[src/rtl/simultaneous_to_sequential_reg.sv]
// Parallel-to-serial converter: captures a word of SHIFT_LEN lanes on a
// valid/ready handshake and replays it one lane per accepted output beat.
// A new word can be accepted on the last beat, so back-to-back words
// stream without bubbles.
module simultaneous_to_sequential_reg #(
  parameter int BIT_WIDTH = 2,
  parameter int SHIFT_LEN = 4,
  parameter int DIRECTION = 1
) (
  input  logic                           clk,
  input  logic                           in_ctr_rst_n,
  input  logic                           in_ctr_Srst,
  input  logic                           in_load_valid,
  output logic                           out_load_ready,
  input  logic [BIT_WIDTH*SHIFT_LEN-1:0] in,
  output logic [BIT_WIDTH-1:0]           out,
  output logic                           out_valid,
  input  logic                           in_out_ready,
  output logic                           out_last
);

  localparam int CW = $clog2(SHIFT_LEN) + 1;
  localparam logic [CW-1:0] LAST_IDX = CW'(SHIFT_LEN - 1);

  localparam logic [0:0] ST_IDLE  = 1'b0;
  localparam logic [0:0] ST_SHIFT = 1'b1;

  logic [0:0]                     state_q, state_d;
  logic [CW-1:0]                  cnt_q, cnt_d;
  logic [BIT_WIDTH*SHIFT_LEN-1:0] buf_q, buf_d;

  logic [CW-1:0]        lane_sel;
  logic [BIT_WIDTH-1:0] lane_data;
  logic                 load_hs;
  logic                 beat_hs;

  // Handshake and status decode; load is also accepted on the closing beat.
  assign out_valid      = (state_q == ST_SHIFT);
  assign out_last       = out_valid && (cnt_q == LAST_IDX);
  assign out_load_ready = (state_q == ST_IDLE) || (out_last && in_out_ready);
  assign load_hs        = in_load_valid && out_load_ready;
  assign beat_hs        = out_valid && in_out_ready;

  // Lane order: counter walks upward; reversed order mirrors the index.
  assign lane_sel = (DIRECTION > 0) ? cnt_q : (LAST_IDX - cnt_q);

  // Lane multiplexer written as a compare loop so the index width never
  // has to match the lane count.
  always_comb begin
    lane_data = '0;
    for (int k = 0; k < SHIFT_LEN; k++) begin
      if (lane_sel == CW'(k)) begin
        lane_data = buf_q[k*BIT_WIDTH +: BIT_WIDTH];
      end
    end
  end

  // The buffer is kept after the word ends, so gate it off while idle.
  assign out = out_valid ? lane_data : '0;

  // Next-state logic: a load wins over the beat (covers the zero-bubble
  // reload on the last beat); otherwise advance or close the word.
  always_comb begin
    state_d = state_q;
    cnt_d   = cnt_q;
    buf_d   = buf_q;
    if (load_hs) begin
      state_d = ST_SHIFT;
      cnt_d   = '0;
      buf_d   = in;
    end else if (beat_hs) begin
      if (out_last) begin
        state_d = ST_IDLE;
        cnt_d   = '0;
      end else begin
        cnt_d = cnt_q + CW'(1);
      end
    end
  end

  // State registers: async reset, then synchronous clear with top priority.
  always_ff @(posedge clk or negedge in_ctr_rst_n) begin
    if (!in_ctr_rst_n) begin
      state_q <= ST_IDLE;
      cnt_q   <= '0;
      buf_q   <= '0;
    end else if (in_ctr_Srst) begin
      state_q <= ST_IDLE;
      cnt_q   <= '0;
      buf_q   <= '0;
    end else begin
      state_q <= state_d;
      cnt_q   <= cnt_d;
      buf_q   <= buf_d;
    end
  end

endmodule

[config.mk]
export PLATFORM = sky130hd
export DESIGN_NAME = simultaneous_to_sequential_reg
export DESIGN_NICKNAME = d
export VERILOG_FILES = /design/src/rtl/simultaneous_to_sequential_reg.sv
export SDC_FILE = /design/constraint.sdc
export NUM_CORES = 1
export LEC_CHECK = 0
export BUFFER_PORTS_ARGS = -buffer_cell sky130_fd_sc_hd__buf_4
export CORE_AREA = 2 2 39 41
export DETAILED_ROUTE_END_ITERATION = 16
export DIE_AREA = 0 0 41 43
export GPL_ROUTABILITY_DRIVEN = 0
export PLACE_DENSITY = 0.75
export REMOVE_ABC_BUFFERS = 1
export SKIP_LAST_GASP = 1
export SLEW_MARGIN = 25
export SYNTH_ARGS = -nofsm -noshare
export SYNTH_HDL_FRONTEND = slang
export SYNTH_SLANG_ARGS = --single-unit
[constraint.sdc]
create_clock -name clk -period 2.66 [get_ports clk]
set_clock_uncertainty 0.15 [all_clocks]
set_input_delay 0.133 -clock clk [delete_from_list [all_inputs] [get_ports clk]]
set_output_delay 0.133 -clock clk [all_outputs]
set_load 0.005 [all_outputs]
# Word level (Yosys, flattened, before mapping)
# Index checks and enable logic that the tools add are counted.
# classes
n_addsub,1
eq_ne,3
mux,15
n_bitwise,1
n_reduce_logical,10
# op_table
cell,count
2-to-1 mux 8 bit,2
2-to-1 mux 3 bit,4
2-to-1 mux 2 bit,5
"== test 3 x 2 -> 1 bit, second input constant",2
nonzero test 3 bit,2
logical AND 1 bit,4
2-to-1 mux 1 bit,4
"adder 3 x 1 -> 3 bit, second input constant",1
"== test 3 x 1 -> 1 bit, second input constant",1
zero test 3 bit,1
AND reduction 2 bit,1
nonzero test 2 bit,1
logical OR 1 bit,1
NOT 1 bit,1
# word_totals
ff_bits,12
input_bits,13
output_inout_bits,5
elab_cells,33

# Depth between registers and ports, before layout
# Gate-level depths: netlist (run 1).
# depth
depth_word,7
ltp_mapped,5
depth_no_buf,5

# Worst setup path before layout (run 1)
# OpenSTA, ideal clock, no wires.
# synth_timing
path_kind,reg2reg
start,register cnt_q[0]
end,register cnt_q[1]
setup_time_ps,73
t_arrival_ps,1403
path_slack_ps,1034
path_stages_with_launch,6
path_buffers,1
cell_sequence,dfrtp_1 ha_1 and4b_1 a211oi_2 buf_4 a21boi_2
# synth_via
elab_chain_cells,7
word_cells_on_any_way,11
classes_between,add/sub: 1; eq/ne: 1; mux: 4; reduce/logical: 5
# synth_lines
item,line_no,text
start: declaration,29,"logic [CW-1:0] cnt_q, cnt_d;"
start signal: assignment,93,cnt_q <= cnt_d;
branches (longest 7 deep; another with adder 3 x 1 -> 3 bit),n/a,
# Several ways; the timed one is not identified. The select of a mux whose other input is x is not followed.
# A chain may end at the register's enable or synchronous reset.

# Worst setup path in the final report (run 1)
# layout_timing
start,register cnt_q[0]
end,output out[0]
# layout_via
elab_chain_cells,6
word_cells_on_any_way,9
classes_between,eq/ne: 3; mux: 5; reduce/logical: 1
# layout_lines
item,line_no,text
zero test 3 bit,52,if (lane_sel == CW'(k)) begin
2-to-1 mux 2 bit (3 in series),52,
2-to-1 mux 2 bit *,52,
2-to-1 mux 2 bit *,59,assign out = out_valid ? lane_data : '0;
end: declaration,16,"output logic [BIT_WIDTH-1:0] out,"
# Every way passes the cells marked *; elsewhere a longest branch is shown, timed or not.

==> run_results.csv, run 1 <==
group,metric,value,unit
timing,rsz0062_at_grt,"no",
die,boundaryPins,18,
cts,root_buffer,"clkbuf_4",
layout,fin_nets,107,
routing,firstDrtPassIters,4,
die,fp-row-count,14,
layout,fill_cells,106,
worst_setup_path,crit_path_max_incr_delay,0.41,ns
yosys,seq_area_frac_synth,0.463,
cts,cts_tree,"done",
place,detailed_place_hpwl,1.01,mm
worst_setup_path,path_cells,"inv_1 -> ha_1 -> nor2b_1 -> a221oi_1 -> o41ai_1 -> buf_4",
worst_hold_path,hold_path_class,"primary input to flop",
global_routing,grt_pass1_wl,2.33,mm
worst_setup_path,crit_type,"flop to output pin",
timing,hold_viol,0,
layout,final_cell_mix,"17 x buf_4, 12 x dfrtp_1, 11 x dlygate4sd3_1",
global_routing,grt.total_usage,0.197,
cts,post_cts_buffers,0,
global_routing,grt_antenna_before_repair,0,
timing,min_period,2.05,ns
routing,dr.first_iter.drc_count,9,
die,initial_core_util,0.468,
cts,clk_pin_slew,0.07,ns
global_routing,grt_pass1_vias,550,
pwr,p_int,0.282,mW
cts,cts_buffers,3,
cts,clockBufferDepth,2,
layout,diodes,0,
routing,post_drt_wl_per_cell,13.1,um
pwr,p_switching,0.0866,mW
routing,ant_nets,0,
pwr,p_seq_frac,0.541,
timing,setup_slack,0.611,ns
place,place.port_buffers,17,
global_routing,gr-total-overflow,0,
yosys,syn_area_per_cell,11.0,sq um
pwr,p_comb_frac,0.174,
yosys,ys_seq_elements,12,
layout,drive_gt1_frac,0.273,
die,dieHeight,43,um
worst_setup_path,end_kind,"output pin",
worst_setup_path,crit_buf_inv,2,
flow_run,cap_viol_max_count,0,
worst_setup_path,cp_max_fo,4,
routing,drc_errors,0,
routing,vias,565,
pwr,clkPwrFrac,0.285,
layout,fin_util,0.662,
worst_setup_path,cp.arrival,1.77,ns
run_status,outcome,"finished, final reports clean",
pwr,powerDensity,402,nW/um^2
layout,design_area,916,sq um
pwr,finalPower,0.369,mW
timing,worstMarginPinSlew,0.672,ns
worst_setup_path,start_kind,"flop",
worst_setup_path,critPathRequiredTime,2.38,ns
place,place_area,783,sq um
place,pre_cts_slack,0.641,ns
layout,final_common_cell,"buf_4",
yosys,synth_area,648,sq um
cts,clk_latency,0.27,ns
die,coreArea,1380,sq um
timing,drv_slew,0,
timing,relSlewSlack,0.551,
layout,syn2layout_area_growth,41.3,%
yosys,yosysUniqueCellTypes,23,
die,die-area,1760,sq um
cts,cts_sinks,12,
die,die_w,41,um
routing,drt_wl_total,1.36,mm
worst_setup_path,crit_family,"compound AO/OA/AOI/OAI gates",
routing,avgViaCountPerCell,5.43,
timing,setup_violations,0,
worst_setup_path,critPathSlowestCell,"dfrtp_1",
global_routing,grt_max_degree,13,
yosys,synth_cells,59,
cts,cts-htree-levels,1,
timing,finalSetupTns,0,ns
timing,fmax,0.488,GHz
pwr,p_leak,0.429,nW
timing,fin_crit_sh,0.770,
pwr,switching_share,0.235,
yosys,ys_warn_count,0,
pwr,vdd_drop_max,0.266,mV
-- cell families after synthesis --
family                     after synthesis  synth area share
buffers and inverters                    5            0.0367
AOI/OAI and AO/OA                       17             0.237
DFF                                     12             0.463
adders and majority gates                4            0.0772
and+or+nand+nor                         21             0.185
-- final timing paths --
path | start | to | slack [ns] | depth (start not counted)
hold / removal | in_out_ready | cnt_q[0] | 0.04 | 3
setup reg to reg | cnt_q[0] | cnt_q[1] | 0.62 | 4
hold reg to reg | buf_q[0] | buf_q[0] | 0.36 | 1
setup / recovery | cnt_q[0] | out[0] | 0.61 | 6
min in group asynchronous | in_ctr_rst_n | buf_q[1] | 0.08 | 2
max in group asynchronous | in_ctr_rst_n | buf_q[5] | 2.13 | 2
-- tightest hold or removal path, delay by kind of cell --
family          cells  cell delay (ns)
buf+inv             1             0.13
compound gates      1             0.05
simple gates        1             0.11
-- registers in the layout, summed over array words and instances (netlist names) --
signal and count:
buf_q 8, cnt_q 3, out_valid 1
-- power by group through the flow --
stage / Clock (mW) / Combinational (mW) / Sequential (mW)
final: 0.105 / 0.0643 / 0.199
after global routing: 0.115 / 0.0708 / 0.201
after CTS: 0.108 / 0.0648 / 0.199
after detailed placement: 0 / 0.0514 / 0.203
after global placement: 0 / 0.0508 / 0.202
after floorplan: 0 / 0.0231 / 0.200
-- area by class of cell --
class                           count  area [sq um]  share of cell area
Clock buffer                        3          22.5              0.0246
Multi-Input combinational cell     42           324               0.354
Sequential cell                    12           300               0.328
Tap cell                           16          20.0              0.0219
Timing Repair Buffer               28           238               0.260
Inverter                            3          11.3              0.0123
-- synth_stat cells --
cell      count  area [sq um]
a21oi_1       1          5.00
nand2b_1      3          18.8
dfrtp_1      12           300
nand3b_1      1          7.51
a21boi_2      2          22.5
and2b_1       1          7.51
ha_1          4          50.1
and4b_1       1          10.0
nand2_1       4          15.0
nand4_1       2          12.5
o41ai_1       2          17.5
inv_1         3          11.3
a22o_1        8          70.1
a211oi_2      1          12.5
buf_2         1          5.00
nand3_1       3          15.0
and3_1        1          6.26
a221oi_1      2          17.5
a21oi_2       1          8.76
nor2b_1       2          12.5
nor3b_1       1          7.51
buf_4         1          7.51
nor2_1        2          7.51
-- through the flow --
| step | std cells | hold slack, ns |
|---|---|---|
| after floorplan | 57 | -0.313 |
| after global placement | 90 | -0.171 |
| after detailed placement | 90 | -0.173 |
| after CTS | 104 | 0.0392 |
| after global routing | 104 | 0.0347 |
| final | 104 | 0.0395 |
-- routing by layer --
layer  GRT usage  part of all wire  up-vias  wire, um
met5           0                 0        -         0
met4      0.0400            0.0037        0         5
met3      0.0942             0.044        2        60
met2       0.294              0.53       14       717
met1       0.255              0.43      269       580
li1            -                 -      280         -
-- repair_timing --
| item | in CTS | in global routing |
|---|---|---|
| hold endpoints to repair | 21 | 0 |
| hold buffers | 11 | 0 |
| gates resized for setup | 0 | 0 |
No activity file was read; power rests on OpenSTA's default activity.
==> run 2: changes to the inputs <==
- CORE_AREA: 2 2 39 41 -> default
- CORE_UTILIZATION: default -> 44
- DIE_AREA: 0 0 41 43 -> default
- PLACE_DENSITY: 0.75 -> 0.72
- clock period: 2.66 -> 1.67 ns (I/O delays scaled with it)
==> run 2 against run 1 <==
  * The run now ends with setup timing left
  * Sequential cell count unchanged
  * Utilization up 13 points
  * Sequential share of layout area down 4.2 points
  * First-iteration DRC count up 56%
  * Total power up 86%
  * Wire length up 20%
  * Combinational power up 99%
  * Clock-buffer cell count up 1
  * Critical path type unchanged
==> run_results.csv, run 2 (synthesis gave the netlist of run 1 again) <==
group,metric,value,unit
flow_run,cap_viol_max_count,0,
pwr,switching_share,0.251,
cts,cts_tree,"done",
timing,fin_crit_sh,1.11,
global_routing,grt_antenna_before_repair,0,
global_routing,gr-total-overflow,0,
timing,setup_slack,-0.189,ns
timing,finalSetupTns,-0.372,ns
die,boundaryPins,18,
layout,fin_nets,114,
worst_setup_path,cp_max_fo,4,
timing,setup_violations,4,
worst_setup_path,critPathRequiredTime,1.44,ns
place,detailed_place_hpwl,985,um
worst_setup_path,cp.arrival,1.63,ns
global_routing,grt_max_degree,13,
die,die_w,40.4,um
routing,ant_nets,0,
routing,avgViaCountPerCell,5.50,
timing,worstMarginPinSlew,0.232,ns
timing,relSlewSlack,0.844,
pwr,p_leak,0.499,nW
routing,dr.first_iter.drc_count,14,
die,coreArea,1330,sq um
cts,clk_latency,0.28,ns
routing,drt_wl_total,1.64,mm
cts,clockBufferDepth,2,
pwr,powerDensity,652,nW/um^2
routing,vias,610,
layout,syn2layout_area_growth,62.5,%
die,fp-row-count,13,
layout,largest-register,"buf_q",
timing,rsz0062_at_grt,"yes",
worst_hold_path,hold_path_class,"primary input to asynchronous set/reset pin",
routing,post_drt_wl_per_cell,14.8,um
run_status,outcome,"complete, but fails checks",
layout,diodes,0,
die,dieHeight,40.4,um
place,pre_cts_slack,0.00868,ns
worst_setup_path,reg2reg_to,"buf_q[7]",
pwr,p_int,0.515,mW
global_routing,grt.total_usage,0.215,
cts,cts_buffers,3,
cts,cts_sinks,12,
worst_setup_path,ff2ff_path_depth,5,
timing,fmax,0.538,GHz
place,dpl.cell_count,94,
worst_setup_path,end_kind,"output pin",
global_routing,grt_pass1_wl,2.21,mm
routing,firstDrtPassIters,7,
pwr,finalPower,0.687,mW
worst_setup_path,crit_type,"flop to output pin",
layout,drive_gt1_frac,0.438,
worst_setup_path,r2r_slack,0,ns
die,die-area,1630,sq um
cts,clk_pin_slew,0.08,ns
layout,final_common_cell,"buf_4",
place,place.port_buffers,17,
die,initial_core_util,0.486,
pwr,clkPwrFrac,0.349,
routing,drc_errors,0,
cts,root_buffer,"clkbuf_4",
pwr,p_switching,0.173,mW
pwr,vdd_drop_max,0.443,mV
global_routing,grt_pass1_vias,517,
layout,fill_cells,89,
timing,drv_slew,0,
worst_setup_path,start_kind,"flop",
layout,largest_reg_flops,8,
cts,cts-htree-levels,1,
layout,fin_cells,111,
worst_setup_path,reg2reg_from,"cnt_q[0]",
layout,final_cell_mix,"22 x buf_4, 12 x dlygate4sd3_1, 11 x dfrtp_1",
pwr,p_seq_frac,0.465,
pwr,p_comb_frac,0.186,
timing,min_period,1.86,ns
timing,hold_viol,0,
run_status,violations,"setup timing",
run 2: through the flow:
stage	area, sq um	hold slack, ns	utilization
after floorplan	636	-0.362	-
after global placement	820	-0.221	0.614
after detailed placement	820	-0.221	0.614
after CTS	1030	0.0305	0.773
after global routing	1050	0.0464	0.790
final	1050	0.0148	0.790
run 2: worst max-delay path by stage:
stage | start | endpoint | slack [ns] | cells past startpoint
after floorplan | cnt_q[0] | cnt_q[0] | -0.1 | 4
after global placement | cnt_q[0] | cnt_q[2] | 0.01 | 5
after detailed placement | cnt_q[0] | out[1] | 0.009 | 6
after CTS | cnt_q[0] | out[0] | -0.22 | 6
after global routing | cnt_q[0] | out[1] | -0.26 | 5
final | cnt_q[0] | out[1] | -0.19 | 5
run 2: worst max-delay path, cell delays in order (launching register included):
cell and delay (ns):
dfrtp_2 0.44, inv_4 0.06, ha_1 0.25, nor2b_1 0.17
o41ai_2 0.27, buf_4 0.16
run 2: metal layers:
layer	global-route usage	part of all wire	up-vias
met5	0	0	-
met4	0.0750	0.0091	0
met3	0.0778	0.057	3
met2	0.365	0.50	22
met1	0.244	0.43	289
li1	-	-	296
run 2: area by class of cell:
class                   count  area (sq um)  share of cell area
multi-input cells          42           387               0.367
flip-flops and latches     12           302               0.286
repair buffers             35           297               0.281
well taps                  15          18.8              0.0178
inverters                   3          13.8              0.0131
clock buffers               4          36.3              0.0344
run 2: power groups by stage:
stage	sequential, mW	clock [mW]	combinational (mW)
3_3_place_gp	0.321	0	0.0905
3_5_place_dp	0.321	0	0.0917
2_1_floorplan	0.319	0	0.0368
4_1_cts	0.317	0.234	0.123
5_1_grt	0.320	0.252	0.138
6_report	0.319	0.240	0.128
run 2: repair_timing:
item,4_1_cts,5_1_grt
resized for setup,11,5
endpoints found under the setup margin,5,14
setup buffers,1,0
hold buffers,12,0
pin swaps,4,3
hold endpoints to repair,23,0
gates cloned,0,0
